$ cat src/rtl/mulchan_arb_pkg.sv
// Shared types and constants for the multi-channel write arbiter.
package mulchan_arb_pkg;

    typedef enum logic [1:0] {
        StIdle,
        StStart,
        StWait
    } arb_state_e;

    localparam int unsigned ADDR_W = 30;
    localparam int unsigned LEN_W  = 8;

endpackage

$ cat src/rtl/rr_pick.sv
// Combinational cyclic priority encoder: first set request at or after ptr_i.
// With ARB_FIXED_PRIO_EN defined the search always starts at channel 0.
module rr_pick #(
    parameter int unsigned CH_NUM   = 4,
    parameter int unsigned CH_IDX_W = 2
) (
    input  logic [CH_NUM-1:0]   req_i,
    input  logic [CH_IDX_W-1:0] ptr_i,
    output logic                valid_o,
    output logic [CH_IDX_W-1:0] idx_o
);

    logic [CH_IDX_W-1:0] base;
    logic [CH_IDX_W-1:0] cand;
    logic                found;

`ifdef ARB_FIXED_PRIO_EN
    assign base = '0;
`else
    assign base = ptr_i;
`endif

    always_comb begin
        valid_o = |req_i;
        idx_o   = '0;
        found   = 1'b0;
        cand    = '0;
        for (int unsigned i = 0; i < CH_NUM; i++) begin
            cand = CH_IDX_W'((32'(base) + i) % CH_NUM);
            if (!found && req_i[cand]) begin
                idx_o = cand;
                found = 1'b1;
            end
        end
    end

endmodule

$ cat src/rtl/mulchan_wr_arbiter.sv
// Round-robin write arbiter feeding a single AXI write master; grant held per burst.
// Define ARB_FIXED_PRIO_EN for fixed lowest-index-first priority.
module mulchan_wr_arbiter
    import mulchan_arb_pkg::*;
#(
    parameter int unsigned CH_NUM    = 4,
    parameter int unsigned CH_IDX_W  = 2,
    parameter int unsigned AXI_WIDTH = 64,
    parameter int unsigned ADDR_W    = mulchan_arb_pkg::ADDR_W
) (
    input  logic                          clk,
    input  logic                          rst_n,
    input  logic [CH_NUM-1:0]             wr_req_i,
    input  logic [CH_NUM*ADDR_W-1:0]      wr_addr_i,
    input  logic [CH_NUM*LEN_W-1:0]       wr_len_i,
    input  logic [CH_NUM*AXI_WIDTH-1:0]   wr_data_i,
    output logic [CH_NUM-1:0]             wr_grant_o,
    output logic                          axi_wr_start_o,
    output logic [ADDR_W-1:0]             axi_wr_addr_o,
    output logic [LEN_W-1:0]              axi_wr_len_o,
    output logic [AXI_WIDTH-1:0]          axi_wr_data_o,
    input  logic                          axi_wr_done_i
);

    arb_state_e            state_q, state_d;
    logic [CH_NUM-1:0]     grant_q, grant_d;
    logic [CH_IDX_W-1:0]   idx_q, idx_d;
    logic                  start_q, start_d;
    logic [ADDR_W-1:0]     addr_q, addr_d;
    logic [LEN_W-1:0]      len_q, len_d;
    logic [CH_IDX_W-1:0]   ptr;
    logic                  pick_valid;
    logic [CH_IDX_W-1:0]   pick_idx;

    rr_pick #(
        .CH_NUM   (CH_NUM),
        .CH_IDX_W (CH_IDX_W)
    ) u_rr_pick (
        .req_i   (wr_req_i),
        .ptr_i   (ptr),
        .valid_o (pick_valid),
        .idx_o   (pick_idx)
    );

    always_comb begin
        state_d = state_q;
        grant_d = grant_q;
        idx_d   = idx_q;
        start_d = 1'b0;
        addr_d  = addr_q;
        len_d   = len_q;
        unique case (state_q)
            StIdle: begin
                if (pick_valid) begin
                    grant_d = CH_NUM'(1) << pick_idx;
                    idx_d   = pick_idx;
                    addr_d  = wr_addr_i[pick_idx*ADDR_W +: ADDR_W];
                    len_d   = wr_len_i[pick_idx*LEN_W +: LEN_W];
                    start_d = 1'b1;
                    state_d = StStart;
                end
            end
            StStart: state_d = StWait;
            StWait: begin
                // Grant stays high during the done cycle so the channel sees grant&&done.
                if (axi_wr_done_i) begin
                    grant_d = '0;
                    state_d = StIdle;
                end
            end
            default: state_d = StIdle;
        endcase
    end

    always_ff @(posedge clk or negedge rst_n) begin
        if (!rst_n) begin
            state_q <= StIdle;
            grant_q <= '0;
            idx_q   <= '0;
            start_q <= 1'b0;
            addr_q  <= '0;
            len_q   <= '0;
        end else begin
            state_q <= state_d;
            grant_q <= grant_d;
            idx_q   <= idx_d;
            start_q <= start_d;
            addr_q  <= addr_d;
            len_q   <= len_d;
        end
    end

`ifdef ARB_FIXED_PRIO_EN
    assign ptr = '0;
`else
    logic [CH_IDX_W-1:0] ptr_q, ptr_d;

    always_comb begin
        ptr_d = ptr_q;
        if (state_q == StWait && axi_wr_done_i) begin
            ptr_d = (idx_q == CH_IDX_W'(CH_NUM - 1)) ? '0 : idx_q + 1'b1;
        end
    end

    always_ff @(posedge clk or negedge rst_n) begin
        if (!rst_n) begin
            ptr_q <= '0;
        end else begin
            ptr_q <= ptr_d;
        end
    end

    assign ptr = ptr_q;
`endif

    assign wr_grant_o     = grant_q;
    assign axi_wr_start_o = start_q;
    assign axi_wr_addr_o  = addr_q;
    assign axi_wr_len_o   = len_q;
    assign axi_wr_data_o  = (|grant_q) ? wr_data_i[idx_q*AXI_WIDTH +: AXI_WIDTH] : '0;

endmodule

$ cat config.mk
export PLATFORM = sky130hd
export DESIGN_NAME = mulchan_wr_arbiter
export DESIGN_NICKNAME = d
export VERILOG_FILES = /design/src/rtl/mulchan_arb_pkg.sv /design/src/rtl/rr_pick.sv /design/src/rtl/mulchan_wr_arbiter.sv
export SDC_FILE = /design/constraint.sdc
export NUM_CORES = 1
export LEC_CHECK = 0
export ABC_CLOCK_PERIOD_IN_PS = 2100
export BUFFER_PORTS_ARGS = -buffer_cell sky130_fd_sc_hd__buf_2
export CORE_AREA = 10 10 194 196
export CTS_CLUSTER_DIAMETER = 200
export DETAILED_ROUTE_END_ITERATION = 12
export DIE_AREA = 0 0 204 206
export GPL_TIMING_DRIVEN = 0
export PLACE_DENSITY = 0.5
export SLEW_MARGIN = 20
export SYNTH_ARGS = -nofsm -noshare
export SYNTH_HDL_FRONTEND = slang
export SYNTH_SLANG_ARGS = --single-unit
$ cat constraint.sdc
create_clock -name clk -period 2.1 [get_ports clk]
set_input_delay 0.105 -clock clk [delete_from_list [all_inputs] [get_ports clk]]
set_output_delay 0.105 -clock clk [all_outputs]
set_load 0.05 [all_outputs]
== Word level (Yosys, flattened, before mapping) ==
Index checks and enable logic that the tools add are counted.
Widths: inputs -> output; s select.
Operators by class
  equal/unequal tests: 5
  add/sub/neg operators: 4
  $mul: 1
  order comparisons: 4
  reduce and logical (&&, ||, !) cells: 14
  mux-type cells: 25
  shift operators: 4
Operator list (count)
  $shiftx 256x9->64: 1
  $shiftx 120x8->30: 1
  $mux 64: 1
  $shiftx 32x6->8: 1
  $mux 2: 7
  $lt 2x3->1 const B: 4
  $mux 1: 9
  $bmux 1 s2: 4
  $mux 4: 2
  $pmux 4 s2: 1
  $reduce_or 4->1: 2
  $mul 2x4->6 const B: 1
  $pmux 2 s3: 1
  $add 2x1->2 const B: 2
  $add 2x2->2 const B: 2
  $eq 2x2->1 const B: 2
  $logic_and 1x1->1: 4
  $ne 2x2->1 const B: 2
  $reduce_and 2->1: 2
  $shl 1x2->4 const A: 1
  $logic_not 1->1: 3
  $reduce_and 3->1: 1
  $eq 2x1->1 const B: 1
  $logic_not 2->1: 1
  $reduce_bool 2->1: 1
Storage, ports and cells
  bits in registers: 49
  output and inout bits: 107
  bits of input ports: 415
  logic and storage cells: 64

== Logic depth before layout (Yosys ltp) ==
Gate-level depths: netlist of the first run.
  depth in word-level cells: 15
  gate-level depth with buffers: 8
  depth with buffers taken out: 5

== Hierarchy ==
A second synthesis of the first run with hierarchy kept.
Second synthesis, totals
  cell total of the unflattened synthesis: 412
  area total of the unflattened synthesis: 4893.4 um2
By module, submodules not included
  mulchan_wr_arbiter: cells an instance 397, seq. area each 1226.2 um2, instances 1, area an instance 4815.9 um2
  rr_pick: cells an instance 15, seq. area each 0.0 um2, instances 1, area an instance 77.6 um2

== Worst setup path before layout of the first run ==
OpenSTA, ideal clock, no wires.
  kind: register to output
  from: reg grant_q[1] (netlist: wr_grant_o[1])
  to: out axi_wr_data_o[10]
  cell stages (with the launch flop): 4
  setup slack: -0.019 ns
  required time: 1.995 ns
  path buffers: 1
  arrival time: 2.014 ns
  cells stage by stage: dfrtp_1 -> nor4_1 -> clkbuf_1 -> and2b_1
Between the ends
  longest elaborated chain between the ends: 2
RTL lines
  start, declared: RTL line mulchan_wr_arbiter.sv:26  | logic [CH_NUM-1:0] grant_q, grant_d;
  start signal, assigned: RTL line mulchan_wr_arbiter.sv:85  | grant_q <= grant_d;
  $reduce_or 4->1: RTL line mulchan_wr_arbiter.sv:120  | assign axi_wr_data_o = (|grant_q) ? wr_data_i[idx_q*AXI_WIDTH +: AXI_WIDTH] : '0;
  $mux 64: RTL line mulchan_wr_arbiter.sv:120
  end, declared: RTL line mulchan_wr_arbiter.sv:21  | output logic [AXI_WIDTH-1:0] axi_wr_data_o,
Every way passes these cells.

== Final worst setup path of the first run ==
  from: reg idx_q[0]
  to: out axi_wr_data_o[42]
Between the ends
  longest elaborated chain between the ends: 2
RTL lines
  start, declared: RTL line mulchan_wr_arbiter.sv:27  | logic [CH_IDX_W-1:0] idx_q, idx_d;
  start signal, assigned: RTL line mulchan_wr_arbiter.sv:86  | idx_q <= idx_d;
  $shiftx 256x9->64: RTL line mulchan_wr_arbiter.sv:120
  $mux 64: RTL line mulchan_wr_arbiter.sv:120
Every way passes these cells.

==> results of run 1 <==
-- cell usage in the layout (no fill, tap or decap), types with 9 or more instances in the layout --
master / netlist / layout
mux2i_1: 10 / 9
nor2_1: 39 / 39
a221o_1: 10 / 10
dfrtp_1: 49 / 47
a221oi_1: 28 / 27
buf_6: 5 / 39
mux2_2: 29 / 29
a21oi_1: 32 / 32
clkbuf_2: 0 / 9
nand2_1: 40 / 40
nor2b_1: 31 / 31
diode_2: 0 / 16
buf_2: 20 / 486
buf_4: 1 / 21
and2b_1: 34 / 34
mux4_2: 64 / 64
-- per-layer routing --
| layer | routed length [µm] | GRT usage (%) |
|---|---|---|
| met5 | 47 | 0 |
| met4 | 1460 | 7.27 |
| met3 | 3490 | 5.60 |
| met2 | 19800 | 30.3 |
| met1 | 13100 | 17.0 |
-- flip-flops by register name, indices dropped and copies added (netlist names) --
signal,flops
state_q,2
axi_wr_len_o,8
axi_wr_start_o,1
idx_q,2
axi_wr_addr_o,30
ptr,2
wr_grant_o,4
-- kinds of logic (layout without fill, tap and decap cells) --
group / Yosys count / count (layout) / synth area share [%]
simple gates: 158 / 158 / 17.0
mux: 106 / 106 / 38.5
compound gates: 91 / 91 / 13.9
buf+inv: 52 / 590 / 5.62
flops: 49 / 49 / 24.8
fa+ha+maj: 1 / 1 / 0.253
other cells: 0 / 16 / 0
-- worst reg2reg max path, stage by stage (launching register included) --
cell	delay, ps
dfrtp_1	400
buf_6	140
mux2_2	290
o221ai_4	240
buf_8	150
buf_4	160
mux2_2	350
nand2_1	60
a21oi_1	70
-- power groups by stage --
stage	clock network (mW)	registers [mW]	logic [mW]
global placement	0	1.73	12.7
global route	1.08	1.83	14.7
floorplan	0	3.15	7.83
detailed placement	0	1.75	12.7
finish	1.01	1.75	13.8
CTS	1.06	1.76	13.3
-- area by class of cell --
type                       instances  area (µm²)  share of cell area [%]
antenna                           16        40.0                   0.452
buffer                            48         417                    4.71
clock buffer                       6         139                    1.57
clock inverter                     2        37.5                   0.424
inverter                           4        15.0                   0.170
multi-input combinational        356        3480                    39.4
sequential                        49        1230                    13.9
tap                              455         569                    6.43
timing repair buffer             530        2920                    33.0
-- how the worst max path moves through the flow --
stage / endpoint / slack [ps]
3_3_place_gp: axi_wr_data_o[58] / -540
6_report: axi_wr_data_o[42] / 50
5_1_grt: axi_wr_data_o[58] / -40
2_1_floorplan: axi_wr_data_o[14] / 40
4_1_cts: axi_wr_data_o[20] / -40
3_5_place_dp: axi_wr_data_o[58] / -520
-- timing repair --
action                                  CTS  global route
pin swaps                                 1             1
resized for setup                        59           115
setup buffers                             5             4
hold buffers                              1             0
endpoints found under the hold margin    49             0
endpoints found under the setup margin   74            81
==> metrics.md, run 1 <==
| Metric | Value |
|---|---|
| Status | `finished, final reports clean` |
| WP data arrival | `1950 ps` |
| Type of the most critical hold path | `primary input to flip-flop` |
| Initial antenna violation count | `29` |
| Syn Area/Cell | `10.8 µm²` |
| Tcrit/Tclk final | `97.7%` |
| Row count | `68` |
| Crit path kind | `flip-flop to output pin` |
| Gate Count Post-Synth | `457` |
| Largest net degree at the start of global routing | `50` |
| Gr ovfl total | `0` |
| Crit path cell chain | `buf_12 > buf_12 > mux4_2 > and2b_1 > buf_6` |
| Vias per cell | `4.37` |
| Final setup vio count | `0` |
| WHS | `95.7 ps` |
| CP Buf/Inv Count | `3` |
| Most instantiated cells after synthesis | `mux4_2 (64), dfrtp_1 (49), nand2_1 (40)` |
| Initial DRC count | `274` |
| R2R depth | `8` |
| Total number of vias | `6403` |
| Net Count, Synth | `873` |
| Most used cell, CP | `buf_12` |
| Vert. Die Dim | `206 µm` |
| CTS Buf Count | `5` |
| Final Skew | `3.95 ps` |
| Levels on crit path | `5` |
| Peak supply drop | `0.00104 V` |
| R2R Path End | `axi_wr_addr_o[10]` |
| Vias in the first global route | `6858` |
| Sequential fraction of the synthesis area | `24.8%` |
| Dominant cells by area after synthesis | `mux4_2 (29%), dfrtp_1 (25%), mux2_2 (6.6%)` |
| RSZ-0062 raised after global routing | `true` |
| Clk buf depth | `2` |
| Worst Path Max Fanout | `10` |
| Final Wtd Congestion | `0.943` |
| Crit end category | `output pin` |
| Synth top area share | `29.2%` |
| Post-Route Setup TNS | `0 ps` |
| Req. time, crit path | `2000 ps` |
| Syn. warnings | `0` |
| Cell Count, Final, Fillers Out | `1466` |
| H-tree levels | `2` |
| Primary FF master, synth | `dfrtp_1` |
| Starting Density | `14.6%` |
| DIE AREA | `0.0420 mm²` |
| Reg-to-Reg Start | `ptr[0]` |
| Worst hold start | `wr_addr_i[12]` |
| Reg2Reg Setup Slack | `110 ps` |
| Distinct cells, synth | `40` |
| Pint | `7.04 mW` |
| Cell type of the slowest stage on the worst timing path | `mux4_2` |
| Top-level port count | `522` |
| WHS Endpoint | `axi_wr_addr_o[12]` |
| WL/cell | `25.8 µm` |
| Post-Route WL | `37.8 mm` |
| Layout cells sized above 1 | `69.0%` |
| Filler instances | `3731` |
| First-pass GRT wire length | `50.4 mm` |
| Pre-CTS setup slack | `-522 ps` |
| Final worst slack | `47.9 ps` |
| DP Cell Count | `1432` |
| Critical path's top delay family | `multiplexers` |
| Mapped Area | `0.00494 mm²` |
| Share of power burned in combinational logic | `83.4%` |
| Yosys top cell by area | `mux4_2` |
| Placed Area | `0.00813 mm²` |
| Cell area after layout | `0.00885 mm²` |
| Final net count | `1410` |
| Slew HR | `53.1%` |
| Root buffer cell | `clkbuf_16` |
| Reg power frac | `10.5%` |
| Register bit total from synthesis | `49` |
| Final Max Slew Viols | `0` |
| Slowest stage delay, CP | `510 ps` |
| Detailed Place HPWL | `33.5 mm` |
| CTS tree | `yes` |
| # clock sinks | `49` |
| Pre-antenna DRT Iters | `4` |
| Sw frac | `57.6%` |
| Most common cell in the netlist | `mux4_2` |
| Later-pin clock latency in the skew report | `300 ps` |
| Core area | `0.0339 mm²` |
| Layout area overhead | `79.1%` |
| CTS clk-pin slew, worst paths | `70 ps` |
| Leakage power | `4.33 nW` |
| Sw power | `9.57 mW` |
| Hold path cells | `3` |
| Slew of the pin with the lowest slew margin | `703 ps` |
| Hold Vio Cnt, Final | `0` |
| GRT Resource Usage Total | `16.6%` |
| Crit path launch | `idx_q[0]` |
| Max Clk Rate | `0.487 GHz` |
| DRC viols | `0` |
| Startpoint types | `flip-flop` |
| Post-synth EDFFs | `0` |
| IO buf count | `520` |
| Total power | `16.6 mW` |
| Die width | `204 µm` |
| Finished Core Util | `26.1%` |
| Final critical-path required period | `2050 ps` |
| Clock group share of total power | `6.1%` |
| Max Cap Violations | `0` |
| Pwr dens | `1880 mW/mm²` |
| Antenna-violating nets left | `0` |
| Synth async-reset ratio | `100%` |
Power figures use the tool's default switching activity.
==> run 2: changes to the inputs <==
Settings changed: CORE_AREA 10 10 194 196 to 10 10 195 197, DIE_AREA 0 0 204 206 to 0 0 205 207, HOLD_SLACK_MARGIN from default to 0.03.
==> run 2 against run 1 <==
- clock power about the same
- core utilization increased by 0.057 points
- via count increased by 1.7%
- highest routed layer unchanged
- sequential power about the same
- non-clock buffer count is 5 higher
- largest cell class unchanged
==> metrics.md, run 2 (synthesized netlist as in run 1, its figures left out) <==
| Metric | Value |
|---|---|
| Vias per cell | `4.44 (+1.7%)` |
| IO buf count | `520 (unchanged)` |
| WP data arrival | `1970 ps (+20 ps)` |
| Crit path kind | `flip-flop to output pin` |
| Hold Vio Cnt, Final | `0 (unchanged)` |
| GRT Resource Usage Total | `17.2% (+0.53 points)` |
| Final setup vio count | `0 (unchanged)` |
| Tcrit/Tclk final | `99.0% (+1.3 points)` |
| Initial DRC count | `373 (+36%)` |
| CTS Buf Count | `5 (unchanged)` |
| Cell type of the slowest stage on the worst timing path | `mux4_2` |
| Worst Path Max Fanout | `5 (-5)` |
| WHS | `91.4 ps (-4.28 ps)` |
| Slew HR | `51.4% (-1.7 points)` |
| Max Cap Violations | `0 (unchanged)` |
| Finished Core Util | `26.1% (+0.057 points)` |
| RSZ-0062 raised after global routing | `true` |
| Most frequent cells in the layout | `buf_2 (499), mux4_2 (64), dfrtp_1 (47)` |
| Final net count | `1415 (+0.35%)` |
| Slew of the pin with the lowest slew margin | `729 ps (+26.2 ps)` |
| Antenna-violating nets left | `0 (unchanged)` |
| Peak supply drop | `0.00106 V (+2.5%)` |
| WL/cell | `26.7 µm (+3.6%)` |
| Row count | `68 (unchanged)` |
| CP Buf/Inv Count | `4 (+1)` |
| Startpoint types | `flip-flop` |
| Initial antenna violation count | `36 (+24%)` |
| Detailed Place HPWL | `34.5 mm (+2.9%)` |
| Req. time, crit path | `2000 ps (about the same)` |
| # clock sinks | `49 (unchanged)` |
| Max reg flops | `30 (unchanged)` |
| Pre-CTS setup slack | `-625 ps (-103 ps)` |
| Gr ovfl total | `0 (unchanged)` |
| Total number of vias | `6513 (+1.7%)` |
| Crit end category | `output pin` |
| First-pass GRT wire length | `52.4 mm (+4.0%)` |
| H-tree levels | `2 (unchanged)` |
| Pre-antenna DRT Iters | `4 (unchanged)` |
| Final critical-path required period | `2080 ps (+27.7 ps)` |
| Critical path's top delay family | `buffers and inverters` |
| Placed Area | `0.00813 mm² (unchanged)` |
| Total power | `16.7 mW (+0.76%)` |
| Starting Density | `14.5% (-0.073 points)` |
| Final worst slack | `20.2 ps (-27.7 ps)` |
| Crit path cell chain | `buf_6 > clkbuf_16 > buf_16 > mux4_2 > and2b_1 > buf_2` |
| Largest net degree at the start of global routing | `50 (unchanged)` |
| Vias in the first global route | `6837 (-0.31%)` |
| Layout cells sized above 1 | `69.8% (+0.75 points)` |
| Leakage power | `4.38 nW (+1.2%)` |
| CTS clk-pin slew, worst paths | `80 ps (about the same)` |
| Core area | `0.0341 mm² (+0.50%)` |
| Post-Route WL | `39.2 mm (+3.6%)` |
| Filler instances | `3770 (+1.0%)` |
| Clk buf depth | `2 (unchanged)` |
| DRC viols | `0 (unchanged)` |
| Final Wtd Congestion | `0.953 (+1.0%)` |
| Vert. Die Dim | `207 µm (+0.49%)` |
| DIE AREA | `0.0424 mm² (+0.98%)` |
| Top-level port count | `522 (unchanged)` |
| Root buffer cell | `clkbuf_16` |
| Pwr dens | `1880 mW/mm² (about the same)` |
| Cell area after layout | `0.00892 mm² (+0.72%)` |
| Die width | `205 µm (+0.49%)` |
| Final Max Slew Viols | `0 (unchanged)` |
| Layout area overhead | `80.4%` |
| Later-pin clock latency in the skew report | `310 ps (about the same)` |
| Final Skew | `9.85 ps (+5.90 ps)` |
| Status | `finished, final reports clean` |
| CTS tree | `yes` |
| Max Clk Rate | `0.481 GHz (-1.3%)` |
| Commonest non-fill, non-tap cell in the layout | `buf_2` |
| Slowest stage delay, CP | `480 ps (-30 ps)` |
| Type of the most critical hold path | `primary input to flip-flop` |
[run 2: changes by cell type in the layout (fill, tap and decap cells not counted), moves of 2 or more]
cell	delta
buf_2	+13
buf_6	-13
clkbuf_16	+3
clkbuf_2	-4
clkbuf_4	+5
diode_2	-5
mux2i_2	+2
nor2b_1	-4
nor2b_4	+3
[run 2: power by group]
part	internal, mW	switching [mW]	total [mW]
registers	1.44	0.315	1.75
logic	5.03	8.91	13.9
clock network	0.597	0.433	1.03
[run 2: worst paths after layout]
path	slack, ps	to	from	depth (start not counted)
max reg2reg	90	axi_wr_addr_o[27]	ptr[0]	8
min	90	axi_wr_addr_o[13]	wr_addr_i[43]	3
max	20	axi_wr_data_o[25]	idx_q[0]	6
min reg2reg	510	axi_wr_len_o[0]	axi_wr_len_o[0]	1
min in group asynchronous	390	axi_wr_addr_o[24]	rst_n	2
max in group asynchronous	1170	idx_q[0]	rst_n	2
[run 2: worst min-delay path: stages]
cell	delay, ps
buf_2	70
a221oi_1	70
a21oi_1	110
[run 2: layer usage]
layer	up-vias	global-route usage, %	wire length (µm)
met4	4	4.62	1070
met3	78	4.74	3250
met2	417	32.4	20900
li1	2864	-	-
met5	-	0	29
met1	3150	18.0	13900
[run 2: area by class of cell]
cell class,instances,area [µm²],area share [%]
Antenna cell,11,27.5,0.309
Timing Repair Buffer,535,2980,33.4
Inverter,4,18.8,0.210
Buffer,48,415,4.66
Clock buffer,6,139,1.56
Multi-Input combinational cell,356,3500,39.3
Clock inverter,2,37.5,0.421
Sequential cell,49,1230,13.8
Tap cell,455,569,6.39
[run 2: per-stage QoR]
stage | std cells | TNS [ps]
6_report | 1466 | 0
5_1_grt | 1461 | -346
4_1_cts | 1448 | -419
3_5_place_dp | 1432 | -22840
3_3_place_gp | 1432 | -26530
2_1_floorplan | 457 | 0
[run 2: timing repair]
| item | CTS | global route |
|---|---|---|
| gates cloned | 1 | 3 |
| gates resized for setup | 65 | 81 |
| endpoints found under the hold margin | 49 | 0 |
| endpoints found under the setup margin | 82 | 69 |
| hold buffers | 1 | 0 |
| buffers inserted | 6 | 4 |
| pin swaps | 1 | 0 |
==> run 3: changes to the inputs <==
Settings changed: ABC_CLOCK_PERIOD_IN_PS 2100 to 2270, CELL_PAD_IN_SITES_DETAIL_PLACEMENT from default to 0, CELL_PAD_IN_SITES_GLOBAL_PLACEMENT from default to 1, CORE_AREA 10 10 195 197 to 10 10 193 195, DIE_AREA 0 0 205 207 to 0 0 203 205, PLACE_DENSITY 0.5 to 0.65.
Clock period 2.1 ns to 2.27 ns, I/O delays scaled along.
==> run 3 against run 2 <==
- critical path depth is 1 lower
- power shrank 13%
- cell count shrank 1.4%
- combinational power shrank 14%
- core utilization is 0.71 points lower
- non-clock buffer count down 11
- sequential share of layout area increased by 0.73 points
- first-iteration DRC count down 4.3%
- setup slack better by 65 ps
- critical endpoint is now axi_wr_data_o[58]
- largest cell class unchanged
==> metrics.md, run 3 (synthesized netlist as in run 1, its figures left out) <==
| Metric | Value |
|---|---|
| WL/cell | `26.3 µm (-1.7%)` |
| Peak supply drop | `0.00128 V (+20%)` |
| Core area | `0.0333 mm² (-2.5%)` |
| Commonest non-fill, non-tap cell in the layout | `buf_2` |
| Initial DRC count | `357 (-4.3%)` |
| Pwr dens | `1710 mW/mm² (-8.8%)` |
| Slew of the pin with the lowest slew margin | `758 ps (+28.6 ps)` |
| Final net count | `1404 (-0.78%)` |
| Initial antenna violation count | `30 (-17%)` |
| GRT Resource Usage Total | `17.0% (-0.17 points)` |
| DIE AREA | `0.0416 mm² (-1.9%)` |
| Total number of vias | `6393 (-1.8%)` |
| Die width | `203 µm (-0.98%)` |
| Final worst slack | `85.4 ps (+65.1 ps)` |
| Final Skew | `9.27 ps (-0.575 ps)` |
| Leakage power | `4.21 nW (-3.7%)` |
| Type of the most critical hold path | `primary input to flip-flop` |
| Final Max Slew Viols | `0 (unchanged)` |
| WP data arrival | `2070 ps (+100 ps)` |
| Final critical-path required period | `2180 ps` |
| Detailed Place HPWL | `34.0 mm (-1.3%)` |
| DRC viols | `0 (unchanged)` |
| Crit end category | `output pin` |
| Top-level port count | `522 (unchanged)` |
| Crit path kind | `flip-flop to output pin` |
| Vert. Die Dim | `205 µm (-0.97%)` |
| Register Area | `0.00123 mm² (-0.10%)` |
| CTS clk-pin slew, worst paths | `80 ps (about the same)` |
| Hold Vio Cnt, Final | `0 (unchanged)` |
| Status | `finished, final reports clean` |
| Slew HR | `49.5% (-1.9 points)` |
| Reg2Reg Setup Slack | `160 ps (+70 ps)` |
| Filler instances | `3686 (-2.2%)` |
| Vias in the first global route | `7000 (+2.4%)` |
| Layout area overhead | `71.1%` |
| Layout cells sized above 1 | `68.5% (-1.3 points)` |
| Max Clk Rate | `0.458 GHz` |
| CTS tree | `yes` |
| Gr ovfl total | `0 (unchanged)` |
| H-tree levels | `2 (unchanged)` |
| Root buffer cell | `clkbuf_16` |
| Finished Core Util | `25.4% (-0.71 points)` |
| Max reg flops | `30 (unchanged)` |
| Starting Density | `14.9% (+0.36 points)` |
| Vias per cell | `4.42 (-0.48%)` |
| Area of the multi-input gates | `0.00346 mm² (-1.1%)` |
| RSZ-0062 raised after global routing | `true` |
| Pre-antenna DRT Iters | `5 (+1)` |
| Final setup vio count | `0 (unchanged)` |
| Tcrit/Tclk final | `96.2%` |
| Clk buf depth | `2 (unchanged)` |
| Worst Path Max Fanout | `10 (+5)` |
| Largest net degree at the start of global routing | `50 (unchanged)` |
| CTS Buf Count | `5 (unchanged)` |
| Final Wtd Congestion | `0.946 (-0.73%)` |
| Later-pin clock latency in the skew report | `300 ps (about the same)` |
| Max Cap Violations | `0 (unchanged)` |
| Req. time, crit path | `2160 ps (+160 ps)` |
| IO buf count | `520 (unchanged)` |
| Row count | `67 (-1.5%)` |
| Antenna-violating nets left | `0 (unchanged)` |
| Most frequent cells in the layout | `buf_2 (529), mux4_2 (64), dfrtp_1 (48)` |
| Pre-CTS setup slack | `-424 ps (+201 ps)` |
| Post-Route WL | `38.0 mm (-3.1%)` |
| First-pass GRT wire length | `51.2 mm (-2.3%)` |
| Startpoint types | `flip-flop` |
| # clock sinks | `49 (unchanged)` |
run 3: changes by cell type in the layout (fill, tap and decap cells not counted), moves of 4 or more:
cell	delta
clkbuf_4	-6
buf_6	-19
clkbuf_1	+4
buf_2	+30
buf_4	-12
buf_12	-5
nor2b_1	+4
run 3: critical path, stage by stage, from the launching register on:
cell and delay, ps:
dfrtp_2 440, buf_12 180, buf_12 160, mux4_2 570, and2b_1 200, buf_4 200
run 3: area by class of cell:
cell class | instances | share of cell area [%]
diodes | 9 | 0.266
plain buffers | 48 | 4.19
clock buffers | 5 | 1.48
clock inverters | 3 | 0.547
inverters | 4 | 0.177
multi-input cells | 356 | 40.9
flip-flops and latches | 49 | 14.5
well taps | 448 | 6.63
repair buffers | 524 | 31.3
run 3: final timing paths:
| path | start | to | cells past startpoint |
|---|---|---|---|
| max | idx_q[0] | axi_wr_data_o[58] | 5 |
| min reg2reg | axi_wr_len_o[0] | axi_wr_len_o[0] | 1 |
| min in group asynchronous | rst_n | axi_wr_addr_o[18] | 2 |
| min | wr_addr_i[52] | axi_wr_addr_o[22] | 3 |
| max in group asynchronous | rst_n | idx_q[0] | 2 |
| max reg2reg | ptr[0] | axi_wr_addr_o[3] | 6 |
run 3: metrics by stage:
stage | setup TNS (ps) | cells | instance area [µm²] | power (mW) | hold slack (ps)
6_report | 0 | 1446 | 8460 | 14.5 | 106
3_5_place_dp | -7980 | 1427 | 8130 | 13.5 | 212
2_1_floorplan | 0 | 457 | 4940 | 10.1 | -182
3_3_place_gp | -51340 | 1425 | 8110 | 13.4 | 407
4_1_cts | -52.5 | 1437 | 8400 | 14.6 | 89.8
5_1_grt | -5.83 | 1445 | 8460 | 15.3 | 103
run 3: routing by layer:
layer	wire length [µm]	part of all wire (%)	track usage, %	up-vias
met2	20200	53	32.4	410
met3	3280	8.6	5.81	81
met4	1180	3.1	4.98	16
met5	106	0.28	0	-
li1	-	-	-	2834
met1	13300	35	17.0	3052
run 3: timing repair:
item,4_1_cts,5_1_grt
hold buffers,1,0
buffers inserted,1,0
gates resized for setup,32,18
hold endpoints to repair,49,0
setup endpoints to repair,59,49
run 3: power by group:
group / leakage (nW) / switching (mW) / internal (mW)
registers: 0.565 / 0.276 / 1.33
logic: 3.57 / 8.13 / 3.84
clock network: 0.0801 / 0.382 / 0.523
total: 4.21 / 8.79 / 5.69
